==> src/rtl/sram_ctrl.sv <==
// Asynchronous-SRAM controller: single-beat valid/ready requests to registered
// CE#/OE#/WE# strobes with programmable wait states and bus turnaround.
module sram_ctrl #(
  parameter int unsigned ADDR_W   = 19,
  parameter int unsigned DATA_W   = 8,
  parameter int unsigned WAIT_CYC = 1,
  parameter int unsigned TURN_CYC = 1
) (
  input  logic              clk_i,
  input  logic              reset_i,
  input  logic              req_valid_i,
  output logic              req_ready_o,
  input  logic              req_we_i,
  input  logic [ADDR_W-1:0] req_addr_i,
  input  logic [DATA_W-1:0] req_wdata_i,
  output logic              rd_valid_o,
  output logic [DATA_W-1:0] rd_data_o,
  output logic [ADDR_W-1:0] sram_addr_o,
  output logic              sram_ce_n_o,
  output logic              sram_oe_n_o,
  output logic              sram_we_n_o,
  output logic              sram_dq_oe_o,
  output logic [DATA_W-1:0] sram_dq_out_o,
  input  logic [DATA_W-1:0] sram_dq_in_i
);

  localparam int unsigned CNT_W = 4;
  localparam logic [CNT_W-1:0] STROBE_LAST = CNT_W'(WAIT_CYC);
  localparam logic [CNT_W-1:0] TURN_LAST   = (TURN_CYC > 0) ? CNT_W'(TURN_CYC - 1) : '0;
  localparam bit               HAS_TURN    = (TURN_CYC > 0);

  typedef enum logic [2:0] {
    IDLE,
    SETUP,
    STROBE,
    HOLD,
    TURN
  } state_e;

  state_e              state_q;
  logic [CNT_W-1:0]    cnt_q;
  logic [CNT_W-1:0]    cnt_d;
  logic                we_q;
  logic                req_ready_q;
  logic                rd_valid_q;
  logic [DATA_W-1:0]   rd_data_q;
  logic [ADDR_W-1:0]   addr_q;
  logic                ce_n_q;
  logic                oe_n_q;
  logic                we_n_q;
  logic                dq_oe_q;
  logic [DATA_W-1:0]   dq_out_q;

  assign cnt_d = cnt_q + CNT_W'(1);

  // Outputs are set one edge ahead, for the state being entered, so every pin is a flop.
  always_ff @(posedge clk_i or posedge reset_i) begin
    if (reset_i) begin
      state_q     <= IDLE;
      cnt_q       <= '0;
      we_q        <= 1'b0;
      req_ready_q <= 1'b0;
      rd_valid_q  <= 1'b0;
      rd_data_q   <= '0;
      addr_q      <= '0;
      ce_n_q      <= 1'b1;
      oe_n_q      <= 1'b1;
      we_n_q      <= 1'b1;
      dq_oe_q     <= 1'b0;
      dq_out_q    <= '0;
    end else begin
      rd_valid_q <= 1'b0;
      case (state_q)
        IDLE: begin
          if (req_valid_i && req_ready_q) begin
            state_q     <= SETUP;
            req_ready_q <= 1'b0;
            we_q        <= req_we_i;
            addr_q      <= req_addr_i;
            ce_n_q      <= 1'b0;
            if (req_we_i) begin
              dq_oe_q  <= 1'b1;
              dq_out_q <= req_wdata_i;
            end else begin
              oe_n_q <= 1'b0;
            end
          end else begin
            req_ready_q <= 1'b1;
          end
        end

        SETUP: begin
          state_q <= STROBE;
          cnt_q   <= '0;
          if (we_q) begin
            we_n_q <= 1'b0;
          end
        end

        STROBE: begin
          if (cnt_q == STROBE_LAST) begin
            state_q <= HOLD;
            if (we_q) begin
              we_n_q <= 1'b1;
            end else begin
              oe_n_q     <= 1'b1;
              rd_valid_q <= 1'b1;
              rd_data_q  <= sram_dq_in_i;
            end
          end else begin
            cnt_q <= cnt_d;
          end
        end

        HOLD: begin
          cnt_q   <= '0;
          ce_n_q  <= 1'b1;
          oe_n_q  <= 1'b1;
          we_n_q  <= 1'b1;
          dq_oe_q <= 1'b0;
          if (HAS_TURN) begin
            state_q <= TURN;
          end else begin
            state_q     <= IDLE;
            req_ready_q <= 1'b1;
          end
        end

        TURN: begin
          if (cnt_q == TURN_LAST) begin
            state_q     <= IDLE;
            req_ready_q <= 1'b1;
          end else begin
            cnt_q <= cnt_d;
          end
        end

        default: begin
          state_q <= IDLE;
          ce_n_q  <= 1'b1;
          oe_n_q  <= 1'b1;
          we_n_q  <= 1'b1;
          dq_oe_q <= 1'b0;
        end
      endcase
    end
  end

  assign req_ready_o   = req_ready_q;
  assign rd_valid_o    = rd_valid_q;
  assign rd_data_o     = rd_data_q;
  assign sram_addr_o   = addr_q;
  assign sram_ce_n_o   = ce_n_q;
  assign sram_oe_n_o   = oe_n_q;
  assign sram_we_n_o   = we_n_q;
  assign sram_dq_oe_o  = dq_oe_q;
  assign sram_dq_out_o = dq_out_q;

endmodule
==> config.mk <==
export PLATFORM = sky130hd
export DESIGN_NAME = sram_ctrl
export DESIGN_NICKNAME = d
export VERILOG_FILES = /design/src/rtl/sram_ctrl.sv
export SDC_FILE = /design/constraint.sdc
export NUM_CORES = 1
export LEC_CHECK = 0
export ABC_AREA = 1
export BUFFER_PORTS_ARGS = -buffer_cell sky130_fd_sc_hd__buf_2
export CAP_MARGIN = 40
export CORE_MARGIN = 4
export CORE_UTILIZATION = 26
export DETAILED_ROUTE_END_ITERATION = 8
export PLACE_DENSITY = 0.44
export SYNTH_ARGS = -nofsm -noshare
export SYNTH_HDL_FRONTEND = slang
export SYNTH_SLANG_ARGS = --single-unit
==> constraint.sdc <==
create_clock -name clk_i -period 3.5 [get_ports clk_i]
set_input_delay 0.525 -clock clk_i [delete_from_list [all_inputs] [get_ports clk_i]]
set_output_delay 0.525 -clock clk_i [all_outputs]
set_load 0.02 [all_outputs]
==> results by group <==
Drt
  – Wire length per cell: 12.3 um
  – Violation count after the first detailed-routing iteration: between 50 and 60
  – First-pass DRT Iterations: 4
  – Final WL: 5210 um
  – Final ANT Viol Nets: 0
  – DR DRC count: 0
  – Vias: ~1700
  – Via/cell ratio: 4.09

Global routing
  – Largest net degree at the start of global routing: 31
  – First-pass GRT wire length: 9060 um
  – Remaining global-route overflow: 0
  – Initial antenna violation count: 0
  – Number of global-route vias before repair: 1771
  – GRT Util Overall: a little under an eighth

Final layout
  – Nets: 362
  – Final core utilization: between 30% and 40%
  – Most frequent cells in the layout: 122 x nand2_1, 79 x buf_2, 46 x dfrtp_1, 19 x nand3_1, 12 x inv_1
  – Antenna diodes: 0
  – Layout cells sized above 1: 31.5%
  – Filler cells: 864
  – Commonest non-fill, non-tap cell in the layout: nand2_1
  – Synthesis-to-layout area growth: 28.6%

Timing
  – Max-slew violation count: 0
  – # setup viols final: 0
  – Unrepaired setup endpoints after global routing: false
  – Clock Skews: just over 0.009 ns
  – Minimum clock period: approximately 1.9 ns
  – Final Hold Viols: 0
  – Max_slew headroom: 53.7%
  – Fmax: about 520 MHz
  – Setup TNS: 0 ns
  – Period utilization: 54.5%
  – Actual slew at the worst max-slew pin: 0.694 ns

Clock network
  – Clk sinks: ~50
  – CTS tree: done
  – # hold bufs at CTS: 0
  – CTS Buffer Depth: 2
  – Setup bufs post-CTS: 0
  – Max H-tree Level: 2
  – Cts bufs inserted: 5
  – Cts repair resizes: 0
  – Clk Latency, worst-skew pair: about 0.30 ns
  – Clock transition at path regs: 0.10 ns
  – Clock root cell: clkbuf_8

Synthesis
  – Area leader, netlist: dfrtp_1
  – Post-Syn Instances: 238
  – Syn Area/Cell: just under 9 um2
  – Register area share after synthesis: 59.1%
  – #FFs+latches synth: between 40 and 50
  – Top cell type's share of synthesized area: 55.4%
  – Warnings from Yosys: 0
  – Syn Std Cell Area: 2080 um2
  – Synth cell types: 22
  – Net Count, Synth: 280
  – Dominant cells by area after synthesis: dfrtp_1 55%, nand2_1 22%, nand3_1 4.6%, dfstp_2 3.8%, inv_1 2.3%

Worst setup path
  – Worst setup SP type: flip-flop
  – Critical R2R Launch: state_q[1]$_DFFE_PP0P_
  – Data required time of the worst path: roughly 3.7 ns
  – Worst-path maximum fanout: 30
  – CP Class: flip-flop to flip-flop
  – Critical path arrival: 2.10 ns
  – Worst path bufs/invs: 1
  – Critical Path Start: state_q[1]$_DFFE_PP0P_
  – R2R setup slack: roughly 1.6 ns
  – Crit. End Element: flip-flop
  – Slowest cell on crit path: nor2_4
  – R2R depth: 6
  – Crit path depth: 6
  – Reg2reg end: sram_addr_o[16]$_DFFE_PP0P_
  – CP cell instances: nor2_4 -> nand2_4 -> nor2_4 -> inv_2 -> nand2_1 -> nand2_1
  – Crit-path max cell delay: approximately 0.54 ns
  – Critical path's top delay family: simple AND/OR/NAND/NOR gates
  – Worst Setup EP: sram_addr_o[16]$_DFFE_PP0P_

Outcome
  – Outcome: finished clean

Hold path
  – Hold Path Class: input pin to async pin

Pwr
  – Pwr per Cell Area: 935 nW/um2
  – Leak Pwr: 1.53 nW
  – Max IR drop VDD: 0.000369 V

Placed design
  – Gpl congestion: 0.805
  – I/O Buffers: 79
  – Dpl hpwl: between 3000 and 4000 um

Floorplan
  – Die ar.: 9490 um2
  – Die X: 97.4 um
  – I/O pins: 80
  – Core area: 7770 um2
  – Die Y: roughly 97 um
  – Initial Utilization: between 20% and 30%
  – Row count: 32

Job
  – Max-cap violations: 0
## registers in the layout (all words and copies together), names as in the netlist
register / flops
sram_addr_o: 19
rd_data_o: 8
sram_dq_out_o: 8
cnt_q: 4
state_q: 3
rd_valid_o: 1
req_ready_o: 1
sram_ce_n_o: 1
sram_dq_oe_o: 1
sram_oe_n_o: 1
sram_we_n_o: 1
we_q: 1
## worst min-delay path by stage
stage | cells after the start | endpoint | slack [ns]
after detailed placement | 2 | sram_oe_n_o$_DFFE_PP1P_ | 0.45
after CTS | 2 | rd_data_o[1]$_DFFE_PP0P_ | 0.28
after global routing | 2 | rd_data_o[1]$_DFFE_PP0P_ | 0.30
final | 2 | rd_data_o[1]$_DFFE_PP0P_ | 0.26
after global placement | 2 | sram_oe_n_o$_DFFE_PP1P_ | 0.45
after floorplan | 2 | sram_oe_n_o$_DFFE_PP1P_ | 0.49
## area by class of cell
cell class | instances | area, um2 | area share (%)
inverters | 15 | 56.3 | 2.10
clock inverters | 3 | 22.5 | 0.842
clock buffers | 5 | 68.8 | 2.57
multi-input cells | 169 | 754 | 28.2
well taps | 102 | 128 | 4.77
repair buffers | 80 | 415 | 15.5
flip-flops and latches | 49 | 1230 | 46.0
## worst register-to-register path, cell delays in order, from the launching register on
cell	delay [ns]
dfrtp_1	0.46
nor2_4	0.21
nand2_4	0.09
nor2_4	0.54
inv_2	0.32
nand2_1	0.13
nand2_1	0.05
## metal layers
layer | global-route usage (%) | part of all wire [%]
met4 | 3.19 | 0.84
met3 | 2.94 | 6.6
met2 | 18.5 | 47
met1 | 15.6 | 46
met5 | 0 | 0
## Yosys cell counts (all sizes together)
library cell / count
nand2: 125
dfrtp: 46
nand3: 19
inv: 15
nor2: 8
o21ai: 8
buf: 5
dfstp: 3
ha: 3
xor2: 2
a21oi: 1
nor3b: 1
o211ai: 1
o31ai: 1
## stage by stage
| stage | hold WS (ns) | instance area, um2 | total power [mW] | setup slack, ns | std cells |
|---|---|---|---|---|---|
| floorplan | 0.494 | 2080 | 1.81 | 1.81 | 238 |
| global placement | 0.449 | 2560 | 2.18 | 1.54 | 414 |
| detailed placement | 0.452 | 2580 | 2.20 | 1.55 | 415 |
| CTS | 0.275 | 2680 | 2.56 | 1.56 | 423 |
| global route | 0.300 | 2680 | 2.75 | 1.37 | 423 |
| finish | 0.258 | 2680 | 2.50 | 1.59 | 423 |
## cell families (layout without fill, tap and decap cells)
kind of cell             Yosys count  count (layout)  synth area share [%]
AND/OR/NAND/NOR                  153             153                  30.7
buffers and inverters             20             103                  4.57
adder cells (fa/ha/maj)            3               3                  1.81
AO/OA/AOI/OAI                     11              11                  2.89
flip-flops                        49              49                  59.1
XOR/XNOR                           2               2                 0.843
## power breakdown
part,internal (mW),total (mW),switching (mW)
Clock,0.142,0.340,0.197
Sequential,0.836,0.994,0.157
Combinational,0.381,1.17,0.788
Total,1.36,2.50,1.14
(Power assumes the default switching activity.)
